**src/rtl/bitread_pkg.sv**
```systemverilog
// bitread_pkg: shared types/constants for the bit-read
// driver and the arbiter-side checks.
package bitread_pkg;

  typedef enum logic [1:0] {
    IDLE,
    WAIT_ACK,
    HOLDOFF
  } bitread_state_t;

  localparam int BITREAD_ADDR_W = 16;

  // Cycles the arbiter keeps its selector live after release
  localparam int BITREAD_HOLDOFF_CYCLES = 2;
  localparam int BITREAD_HOLD_W =
    $clog2(BITREAD_HOLDOFF_CYCLES + 1);

endpackage

```
**src/rtl/bitread_timeout_counter.sv**
```systemverilog
// bitread_timeout_counter: wait-for-ack cycle counter.
// Ports: CLK, RST, clear, enable -> terminal (count==LIMIT-1).
module bitread_timeout_counter #(
  parameter int WIDTH = 16,
  parameter int LIMIT = 255
) (
  input  logic CLK,
  input  logic RST,
  input  logic clear,
  input  logic enable,
  output logic terminal
);

  logic [WIDTH-1:0] count;

  always_ff @(posedge CLK) begin
    if (RST) begin
      count <= '0;
    end else if (clear) begin
      count <= '0;
    end else if (enable) begin
      count <= count + 1'b1;
    end
  end

  assign terminal = (count == WIDTH'(LIMIT - 1));

endmodule

```
**src/rtl/bitread_driver.sv**
```systemverilog
// bitread_driver: per-core single-bit read requester in front
// of the bit-read arbiter. Core side: REQ/ADDR/READY in,
// VALID/DATA/ERR out. Arbiter side: READ_REQUEST/ARB_ADDR out,
// ARB_ACK/ARB_DATA in. Optional wait-for-ack timeout under
// macro BITREAD_DRIVER_TIMEOUT_EN (ERR tied 0 without it).
module bitread_driver
  import bitread_pkg::*;
#(
  parameter int ADDR_W         = BITREAD_ADDR_W,
  parameter int TIMEOUT_CYCLES = 255
) (
  input  logic              CLK,
  input  logic              RST,
  input  logic              READDRIVER_CORE_REQ,
  input  logic [ADDR_W-1:0] READDRIVER_CORE_ADDR,
  output logic              READDRIVER_CORE_READY,
  output logic              READDRIVER_CORE_VALID,
  output logic              READDRIVER_CORE_DATA,
  output logic              READDRIVER_CORE_ERR,
  output logic              READDRIVER_READ_REQUEST,
  output logic [ADDR_W-1:0] READDRIVER_ARB_ADDR,
  input  logic              READDRIVER_ARB_ACK,
  input  logic              READDRIVER_ARB_DATA
);

  if (TIMEOUT_CYCLES < 2 || TIMEOUT_CYCLES > 65535)
  begin : g_bad_timeout
    $error("TIMEOUT_CYCLES out of range 2..65535");
  end

  bitread_state_t              state;
  logic [BITREAD_HOLD_W-1:0]   hold_cnt;
  logic                        to_hit;

`ifdef BITREAD_DRIVER_TIMEOUT_EN
  logic accept;
  logic wait_en;

  assign accept  = (state == IDLE) &&
                   READDRIVER_CORE_REQ;
  assign wait_en = (state == WAIT_ACK) &&
                   !READDRIVER_ARB_ACK;

  bitread_timeout_counter #(
    .WIDTH (16),
    .LIMIT (TIMEOUT_CYCLES)
  ) u_timeout (
    .CLK      (CLK),
    .RST      (RST),
    .clear    (accept),
    .enable   (wait_en),
    .terminal (to_hit)
  );
`else
  assign to_hit = 1'b0;
`endif

  always_ff @(posedge CLK) begin
    if (RST) begin
      state                   <= IDLE;
      hold_cnt                <= '0;
      READDRIVER_CORE_READY   <= 1'b1;
      READDRIVER_CORE_VALID   <= 1'b0;
      READDRIVER_CORE_DATA    <= 1'b0;
      READDRIVER_CORE_ERR     <= 1'b0;
      READDRIVER_READ_REQUEST <= 1'b0;
      READDRIVER_ARB_ADDR     <= '0;
    end else begin
      READDRIVER_CORE_VALID <= 1'b0;
      unique case (state)
        IDLE: begin
          if (READDRIVER_CORE_REQ) begin
            READDRIVER_ARB_ADDR     <= READDRIVER_CORE_ADDR;
            READDRIVER_READ_REQUEST <= 1'b1;
            READDRIVER_CORE_READY   <= 1'b0;
            state                   <= WAIT_ACK;
          end
        end
        WAIT_ACK: begin
          // ACK takes priority over a same-cycle timeout
          if (READDRIVER_ARB_ACK) begin
            READDRIVER_CORE_DATA    <= READDRIVER_ARB_DATA;
            READDRIVER_CORE_ERR     <= 1'b0;
            READDRIVER_CORE_VALID   <= 1'b1;
            READDRIVER_READ_REQUEST <= 1'b0;
            hold_cnt <=
              BITREAD_HOLD_W'(BITREAD_HOLDOFF_CYCLES);
            state    <= HOLDOFF;
          end else if (to_hit) begin
            READDRIVER_CORE_DATA    <= 1'b0;
            READDRIVER_CORE_ERR     <= 1'b1;
            READDRIVER_CORE_VALID   <= 1'b1;
            READDRIVER_READ_REQUEST <= 1'b0;
            hold_cnt <=
              BITREAD_HOLD_W'(BITREAD_HOLDOFF_CYCLES);
            state    <= HOLDOFF;
          end
        end
        HOLDOFF: begin
          // Arbiter may still drive stale ACK and address
          // selection here; ACK ignored, ARB_ADDR frozen.
          hold_cnt <= hold_cnt - 1'b1;
          if (hold_cnt == BITREAD_HOLD_W'(1)) begin
            state                 <= IDLE;
            READDRIVER_CORE_READY <= 1'b1;
          end
        end
        default: begin
          state <= IDLE;
        end
      endcase
    end
  end

endmodule

```
**config.mk**
```make
export PLATFORM = sky130hd
export DESIGN_NAME = bitread_driver
export DESIGN_NICKNAME = d
export VERILOG_FILES = /design/src/rtl/bitread_pkg.sv /design/src/rtl/bitread_timeout_counter.sv /design/src/rtl/bitread_driver.sv
export SDC_FILE = /design/constraint.sdc
export NUM_CORES = 1
export LEC_CHECK = 0
export CAP_MARGIN = 20
export CORE_UTILIZATION = 30
export DETAILED_ROUTE_END_ITERATION = 10
export GPL_TIMING_DRIVEN = 0
export SLEW_MARGIN = 20
export SYNTH_ARGS = -nofsm -noshare
export SYNTH_HDL_FRONTEND = slang
export SYNTH_SLANG_ARGS = --single-unit
```
**constraint.sdc**
```tcl
create_clock -name CLK -period 1.2 [get_ports CLK]
set_input_delay 0.18 -clock CLK [delete_from_list [all_inputs] [get_ports CLK]]
set_output_delay 0.18 -clock CLK [all_outputs]
set_load 0.05 [all_outputs]
```
==> summary.txt <==
CP Data Arrival Time: 1410 ps
WL/cell: 11.8 um
Hold Crit Depth: 3
DR iter-0 viols: 19
clock-pin slew on the worst setup and hold paths: 120 ps
Place WS: -471 ps
Critical Path Source Type: register
Clock Path Buffers: 2
clock skew: 7.05 ps
WL final: 2410 um
Hold Path End: state[0]$_SDFFE_PP0P_
final core occ: 51.9%
outcome: finished with violations
xor and xnor fraction of the mapped netlist area: 0%
Most Crowded Layer GR: met2
RePlAce Congestion: 0.678
Adder-Cell Fraction of Synth Area: 1.32%
FF-to-FF path depth: 4
internal reg-to-reg setup slack: -20 ps
Root Driver: clkbuf_4
P_leak: 0.668 nW
met1 usage in global routing: 20.0%
Core ar.: 3030 um2
DRC Markers: 0
syn avg cell area: 8.64 um2
post-DP HPWL: 1540 um
total gr overflow: 0
Rows: 20
register area share after synthesis: 50.5%
post-synthesis cell count: 110
post-synthesis mux area share: 2.11%
htree depth: 1
vias in the first global route: 856
I/O Buffers: 40
ant diodes: 0
TritonCTS Buffers: 3
Routed Antenna Nets: 0
first-pass GRT wire length: 3830 um
Post-Synth Simple-Gate Area: 22.2%
Worst path slowest cell: or3b_4
grt met2 use: 23.0%
EDFF count, synth: 0
PD cells: 1180 nW/um2
initial antenna violation count: 0
worst skew pair latency: 310 ps
share of synthesized flip-flops with an asynchronous set or reset: 0%
crit path cell chain: or3b_4, buf_8, nand2_2, a21oi_1
final slew viol count: 0
DIE WIDTH: 58.3 um
max_cap viols: 0
Hold Path Origin: READDRIVER_CORE_REQ
Max Clk Rate: 819 MHz
Syn Std Cell Area: 951 um2
# IOs: 42
#FFs+latches synth: 24
Synthesis Warnings: 0
largest net degree at the start of global routing: 13
fraction of layout cells with a size suffix above 1: 43.8%
DR vias: 899
count of final setup violators: 11
Worst Path Max Fanout: 5
Critical path origin: state[0]$_SDFFE_PP0P_
drt pass-1 iters: 4
Synth Area in Compound Gates: 15.4%
CP required: 1380 ps
RSZ-0062 raised after global routing: yes
WP buf/inv: 1
violated checks: negative setup slack
Die H: 58.3 um
CTS tree: built
Worst R2R End: READDRIVER_ARB_ADDR[13]$_SDFFE_PP0P_
HP Class: input port to register
Post-Route Setup TNS: -93.7 ps
Starting Density: 31.4%
CP Capture Type: register
Synth Net Count: 132
area grow syn2layout: 65.3%
Tcrit/Tclk final: 102%
Worst VDD drop: 0.000569 V
drt via density: 4.41
largest family of logic cells by synthesized area: simple AND/OR/NAND/NOR gates
Reg2Reg Launch Point: state[0]$_SDFFE_PP0P_
cell family with most CP delay: simple AND/OR/NAND/NOR gates
final layout net count: 184
GRT Resource Usage Total: 14.9%
final hold vios: 0
met3 usage: 2.42%
Top FF cell, synth: dfxtp_1
crit path time final: 1220 ps
worst setup margin: -21.2 ps
hold-fix buffers at CTS: 0
Setup CP Type: register to register
Worst path max stage delay: 450 ps
CTS Sinks: 24
Yosys cell types: 24
die area: 3400 um2
## logic make-up (layout without fill, tap and decap cells)
| kind of cell | count (synthesis) | in the layout |
|---|---|---|
| compound gates | 26 | 26 |
| other cells | 1 | 1 |
| mux | 2 | 2 |
| fa+ha+maj | 1 | 1 |
| buf+inv | 11 | 61 |
| simple gates | 45 | 45 |
| flops | 24 | 24 |
## placed cells by master, fill, tap and decap left out, types with 2 or more instances in the layout
| cell type | count |
|---|---|
| and2b_2 | 2 |
| a21oi_2 | 6 |
| nand2_2 | 15 |
| nor2_1 | 3 |
| dfxtp_4 | 2 |
| buf_12 | 2 |
| clkbuf_4 | 7 |
| buf_4 | 3 |
| buf_2 | 16 |
| clkdlybuf4s50_1 | 19 |
| buf_6 | 6 |
| a21oi_1 | 15 |
| mux2i_1 | 2 |
| inv_1 | 3 |
| nand2_4 | 5 |
| nand2_1 | 14 |
| dfxtp_1 | 22 |
| o21ai_0 | 2 |
## Yosys cell counts (all sizes together), types with 2 or more instances
cell     instances  area [um2]
nand2           34         128
nor2             3        11.3
mux2i            2        20.0
a21oi           21         105
a2111oi          2        23.8
clkbuf           2        7.51
dfxtp           24         480
and2b            2        17.5
inv              3        11.3
buf              6        57.5
o21ai            2        10.0
## per-stage QoR
step | total power [mW] | instance area [um2] | std cells | hold WS, ps
after detailed placement | 1.43 | 1410 | 194 | 447
after global routing | 1.95 | 1570 | 204 | 336
after global placement | 1.43 | 1410 | 194 | 440
after CTS | 1.83 | 1480 | 203 | 318
final | 1.85 | 1570 | 204 | 329
after floorplan | 1.24 | 955 | 110 | 249
## power breakdown
| group | switching (mW) | total [mW] | internal [mW] | leakage (nW) |
|---|---|---|---|---|
| Combinational | 0.353 | 0.614 | 0.261 | 0.456 |
| Clock | 0.226 | 0.344 | 0.117 | 0.0138 |
| Sequential | 0.0421 | 0.896 | 0.854 | 0.198 |
## repair_timing
item,in CTS,in global routing
pin swaps,20,16
gates resized for setup,125,27
setup buffers,7,1
gates cloned,2,0
endpoints found under the setup margin,36,22
## routing by layer
metal | vias up | part of all wire (%)
met5 | - | 0
met4 | 0 | 2.1
met3 | 4 | 5.1
met2 | 29 | 46
met1 | 406 | 46
li1 | 460 | -
## worst max-delay path by stage
| stage | endpoint | slack, ps | depth (start not counted) |
|---|---|---|---|
| 2_1_floorplan | READDRIVER_ARB_ADDR[7]$_SDFFE_PP0P_ | -90 | 6 |
| 3_3_place_gp | READDRIVER_ARB_ADDR[0]$_SDFFE_PP0P_ | -440 | 6 |
| 3_5_place_dp | READDRIVER_ARB_ADDR[8]$_SDFFE_PP0P_ | -470 | 5 |
| 4_1_cts | READDRIVER_ARB_ADDR[13]$_SDFFE_PP0P_ | -20 | 4 |
| 5_1_grt | READDRIVER_ARB_ADDR[8]$_SDFFE_PP0P_ | -60 | 6 |
| 6_report | READDRIVER_ARB_ADDR[13]$_SDFFE_PP0P_ | -20 | 4 |
## registers in the layout, indices dropped and copies added, names as in the netlist
name                     count
READDRIVER_CORE_DATA         1
READDRIVER_ARB_ADDR         16
state                        2
READDRIVER_READ_REQUEST      1
READDRIVER_CORE_VALID        1
READDRIVER_CORE_READY        1
hold_cnt                     2
## worst register-to-register path: stages (launching register included)
cell	delay [ps]
dfxtp_4	370
or3b_4	450
buf_8	160
nand2_2	50
a21oi_1	60
## layout make-up
cell class,count,area [um2]
Fill cell,297,1460
Clock buffer,3,22.5
Buffer,5,42.5
Inverter,3,11.3
Sequential cell,24,488
Multi-Input combinational cell,75,504
Timing Repair Buffer,50,448
Tap cell,44,55.1
No activity file was read; power rests on OpenSTA's default activity.
==> edit 1, RTL diff (config.mk and constraints unchanged) <==
Set the package constant `BITREAD_ADDR_W` to 18 (it was 16).
--- a/src/rtl/bitread_pkg.sv
+++ b/src/rtl/bitread_pkg.sv
@@ -8,7 +8,7 @@
     HOLDOFF
   } bitread_state_t;
 
-  localparam int BITREAD_ADDR_W = 16;
+  localparam int BITREAD_ADDR_W = 18;
 
   // Cycles the arbiter keeps its selector live after release
   localparam int BITREAD_HOLDOFF_CYCLES = 2;
Ports: changed (resized READDRIVER_ARB_ADDR and READDRIVER_CORE_ADDR); port bits go from 42 to 46. No check against the original RTL was run, so the function may have changed too.
==> edit 1 against the unedited design <==
The flow still finishes with violations (negative setup slack); routed wire length increased by 3.3%; clock skew up 0.0019 ns; power up 18%; hold slack worse by 0.097 ns; worst setup slack got worse by 0.031 ns; sequential cell count rose by 2; first-iteration DRC count grew 79%; final area is 4.8% higher; synthesized area up 6.8%; sequential power grew 8.8%; global-route usage decreased by 1.2 points; sequential share of layout area increased by 1.0 points; critical path type unchanged; critical endpoint is now READDRIVER_ARB_ADDR[17]$_SDFFE_PP0P_; highest routed layer unchanged.
==> edit 1: results <==
metrics = {
    "final_layout": {
        "n_antenna_cell": 0,
        "final_cells": 215,
        "drive_gt1_frac": 0.380,
        "largestRegisters": "READDRIVER_ARB_ADDR: 18 flops, hold_cnt: 2 flops, state: 2 flops",
        "nNetsFinal": 196,
    },
    "sta": {
        "fin_worst_skew_ns": 0.00891,
        "setup_violations": 18,
        "slew_headroom": 0.584,
        "setup_ws_ns": -0.0526,
    },
    "clocking": {
        "clk_pin_slew_ns": 0.14,
        "cts_root_buf": "clkbuf_4",
        "h-tree-depth": 1,
        "numCtsBuffers": 3,
        "clk_latency_ns": 0.32,
    },
    "power_and_ir_drop": {
        "vdd_drop_max_mv": 0.583,
        "leakage_nw": 0.709,
        "p_switching_w": 0.000672,
    },
    "worst_setup_path": {
        "crit_family": "simple AND/OR/NAND/NOR gates",
        "cp.arrival_ns": 1.44,
        "critPathLaunch": "state[0]$_SDFFE_PP0P_",
        "reg2reg_to": "READDRIVER_ARB_ADDR[17]$_SDFFE_PP0P_",
        "endpoint_kind": "flop",
        "cp_max_fo": 8,
        "reg2reg_depth": 4,
        "max_stage_delay_ns": 0.45,
    },
    "yosys": {
        "ys_seq_area_frac": 0.512,
        "syn_inst": 119,
        "yosys-top-cells-area": "dfxtp_1, nand2_1, a21oi_1, buf_4, buf_6",
        "synth_cell_types": 22,
        "synth_common_cells": "nand2_1, dfxtp_1, a21oi_1",
        "synthesis.nets": 143,
        "synthFlopType": "dfxtp_1",
        "synth_warnings": 0,
    },
    "drt": {
        "drt_pass1_iterations": 5,
        "via_per_inst": 4.44,
        "drt_iter0_markers": 34,
        "drt_wl_total_um": 2490,
    },
    "grt": {
        "grt_max_degree": 16,
        "grt_usage": 0.137,
        "grt_pass1_vias": 899,
        "antenna_found_initial": 0,
        "grt_pass1_wl_um": 3680,
    },
    "status": {
        "status": "finished, violations left",
        "violations": "negative setup slack",
    },
    "placed_design": {
        "place_congestion": 0.657,
        "dp_cells": 206,
        "post-dp-hpwl_um": 1640,
        "port_buffers": 43,
    },
    "worst_hold_path": {
        "hold_class": "input pin to flop",
    },
}
==> edit 1: worst min path at each step <==
stage                                              start                              endpoint  slack, ns  depth (start not counted)
CTS                                                  RST   READDRIVER_ARB_ADDR[6]$_SDFFE_PP0P_       0.21                          2
finish                                               RST   READDRIVER_ARB_ADDR[6]$_SDFFE_PP0P_       0.23                          2
floorplan                             READDRIVER_ARB_ACK                 state[0]$_SDFFE_PP0P_       0.30                          1
global placement    READDRIVER_ARB_ADDR[16]$_SDFFE_PP0P_  READDRIVER_ARB_ADDR[16]$_SDFFE_PP0P_       0.44                          2
global route                                         RST   READDRIVER_ARB_ADDR[7]$_SDFFE_PP0P_       0.27                          2
detailed placement  READDRIVER_ARB_ADDR[16]$_SDFFE_PP0P_  READDRIVER_ARB_ADDR[16]$_SDFFE_PP0P_       0.45                          2
==> edit 1: logic make-up after synthesis <==
group / count (synthesis) / synth area share
buffers and inverters: 12 / 0.0813
adder cells (fa/ha/maj): 1 / 0.0123
AND/OR/NAND/NOR: 49 / 0.223
multiplexers: 2 / 0.0197
AO/OA/AOI/OAI: 28 / 0.148
flip-flops: 26 / 0.512
other: 1 / 0.00369
==> edit 1: power by group through the flow <==
stage	Clock, W	Sequential [W]	Combinational, W
2_1_floorplan	0	0.00115	0.000185
3_3_place_gp	0	0.000973	0.000564
3_5_place_dp	0	0.000977	0.000570
4_1_cts	0.000615	0.000968	0.000576
5_1_grt	0.000645	0.000982	0.000654
6_report	0.000594	0.000975	0.000614
==> edit 1: area by class of cell <==
cell class              instances  area, um^2
repair buffers                 51         429
plain buffers                   6        41.3
inverters                       3        11.3
clock buffers                   3        22.5
well taps                      44        55.1
clock inverters                 1        30.0
fillers                       310        1480
multi-input cells              81         529
flip-flops and latches         26         528
==> edit 1: repair_timing <==
item	CTS	global route
gates cloned	1	0
endpoints found under the setup margin	41	20
buffers inserted	6	1
pin swaps	12	1
resized for setup	131	25
endpoints found under the hold margin	0	0
==> edit 1: per-stage QoR <==
stage	setup WS (ns)	util	hold slack (ns)	cell area (um^2)	TNS (ns)
final	-0.0526	0.526	0.232	1650	-0.590
after global routing	-0.0835	0.526	0.275	1650	-1.24
after CTS	-0.0387	0.494	0.208	1550	-0.459
after detailed placement	-0.482	0.481	0.445	1510	-9.52
after global placement	-0.440	0.481	0.440	1510	-8.90
after floorplan	-0.0936	-	0.295	1020	-0.935
==> edit 1: routing by layer <==
layer / track usage / vias to the layer above / wire length (um) / share of wire
met2: 0.254 / 29 / 1240 / 0.50
met5: 0 / - / 0 / 0
met4: 0.0598 / 0 / 19 / 0.0076
li1: - / 490 / - / -
met3: 0.0152 / 2 / 117 / 0.047
met1: 0.155 / 433 / 1110 / 0.45
==> edit 2, RTL diff (same settings) <==
Without the edit above. Encoding of `bitread_state_t`: now one-hot (3 bits for 3 states).
--- a/src/rtl/bitread_pkg.sv
+++ b/src/rtl/bitread_pkg.sv
@@ -2,10 +2,10 @@
 // driver and the arbiter-side checks.
 package bitread_pkg;
 
-  typedef enum logic [1:0] {
-    IDLE,
-    WAIT_ACK,
-    HOLDOFF
+  typedef enum logic [2:0] {
+    IDLE     = 3'b001,
+    WAIT_ACK = 3'b010,
+    HOLDOFF  = 3'b100
   } bitread_state_t;
 
   localparam int BITREAD_ADDR_W = 16;
Check against the original RTL: same outputs for any inputs over 10 cycles, from zero or initial values and one cycle with RST high; not proved beyond that.
==> edit 2 against the unedited design <==
The run still ends with negative setup slack left; routed wire length is 2.0% higher; synthesized area rose by 9.5%; clock skew is 0.0014 ns higher; via count up 4.4%; count of clock-buffer cells in the layout unchanged; final cell count up 2.9%; power down 2.5%; final area increased by 0.88%; first-iteration DRC count is 26% higher; worst setup slack got worse by 0.031 ns; sequential cell count rose by 1; non-clock buffer count is 1 higher.
==> edit 2: results <==
metrics = {
    "placed_design": {
        "place_congestion": 0.753,
        "port_buffers": 39,
        "dp_cells": 198,
        "post-dp-hpwl_um": 1670,
    },
    "worst_setup_path": {
        "slowest_stage": "dfxtp_4",
        "cp.arrival_ns": 1.51,
        "max_stage_delay_ns": 0.40,
        "cp_max_fo": 10,
    },
    "final_layout": {
        "fill_cells": 348,
        "nNetsFinal": 187,
        "largestRegisters": "READDRIVER_ARB_ADDR: 16 flops, state: 3 flops, hold_cnt: 2 flops",
        "final_cells": 210,
        "drive_gt1_frac": 0.463,
    },
    "power_and_ir_drop": {
        "vdd_drop_max_mv": 0.527,
    },
    "sta": {
        "fin_setup_tns_ns": -0.715,
        "setup_ws_ns": -0.0522,
        "setup_violations": 17,
    },
    "grt": {
        "grt_pass1_wl_um": 3850,
        "grt_max_degree": 16,
        "grt_pass1_vias": 844,
    },
    "clocking": {
        "clk_pin_slew_ns": 0.14,
    },
    "status": {
        "status": "finished, violations left",
        "violations": "negative setup slack",
    },
    "yosys": {
        "synthesis.nets": 135,
        "syn_inst": 113,
        "ys_seq_area_frac": 0.481,
        "synth_cell_types": 29,
        "synth_common_cells": "dfxtp_1, nand2_1, a21oi_2, nand2_2, a21oi_1",
    },
    "drt": {
        "drt_iter0_markers": 24,
        "drt_wl_total_um": 2460,
        "vias": 939,
    },
}
## edit 2: routing by layer
layer / global-route usage / vias to the layer above / wire length (um)
met5: 0 / - / 0
met4: 0.0487 / 0 / 13
met3: 0.0405 / 2 / 158
met2: 0.229 / 28 / 1220
met1: 0.179 / 432 / 1070
li1: - / 477 / -
## edit 2: cell type report
type | instances | area (um^2) | share of cell area
inverter | 4 | 15.0 | 0.00947
tap | 46 | 57.6 | 0.0363
timing repair buffer | 47 | 360 | 0.227
clock inverter | 1 | 7.51 | 0.00474
sequential | 25 | 509 | 0.321
clock buffer | 3 | 22.5 | 0.0142
multi-input combinational | 75 | 537 | 0.339
buffer | 9 | 76.3 | 0.0481
## edit 2: cell families (layout without fill, tap and decap cells)
group                    count (synthesis)  after routing  synth area share
buffers and inverters                   13             64            0.0781
AO/OA/AOI/OAI                           22             22             0.155
adder cells (fa/ha/maj)                  1              1            0.0120
other                                    1              1           0.00360
AND/OR/NAND/NOR                         50             50             0.261
flip-flops                              25             25             0.481
multiplexers                             1              1           0.00962
## edit 2: worst max-delay path, delay by kind of cell, from the launching register on
kind / cells / cell delay [ns]
compound gates: 1 / 0.10
buf+inv: 2 / 0.34
flops: 1 / 0.40
simple gates: 2 / 0.35
## edit 2: worst paths after layout
check | to | start | depth (start not counted) | slack, ns
hold reg to reg | READDRIVER_ARB_ADDR[8]$_SDFFE_PP0P_ | READDRIVER_ARB_ADDR[8]$_SDFFE_PP0P_ | 2 | 0.46
hold / removal | state[0]$_SDFFE_PP1P_ | RST | 3 | 0.23
setup reg to reg | READDRIVER_ARB_ADDR[9]$_SDFFE_PP0P_ | state[2]$_SDFFE_PP0P_ | 5 | -0.05
setup / recovery | READDRIVER_ARB_ADDR[9]$_SDFFE_PP0P_ | state[2]$_SDFFE_PP0P_ | 5 | -0.05
## edit 2: power breakdown
part / switching [W] / internal (W)
Sequential: 0.0000270 / 0.000877
Clock: 0.000249 / 0.000127
Combinational: 0.000320 / 0.000207
## edit 2: repair_timing
item,4_1_cts,5_1_grt
gates resized for setup,106,21
setup endpoints to repair,34,21
gates cloned,0,1
pin swaps,2,10
setup buffers,2,5
## edit 2: through the flow
stage / worst slack, ns / cell area, um^2
floorplan: 0.0472 / 1040
global placement: -0.358 / 1490
detailed placement: -0.389 / 1490
CTS: -0.0389 / 1470
global route: -0.151 / 1590
finish: -0.0522 / 1590
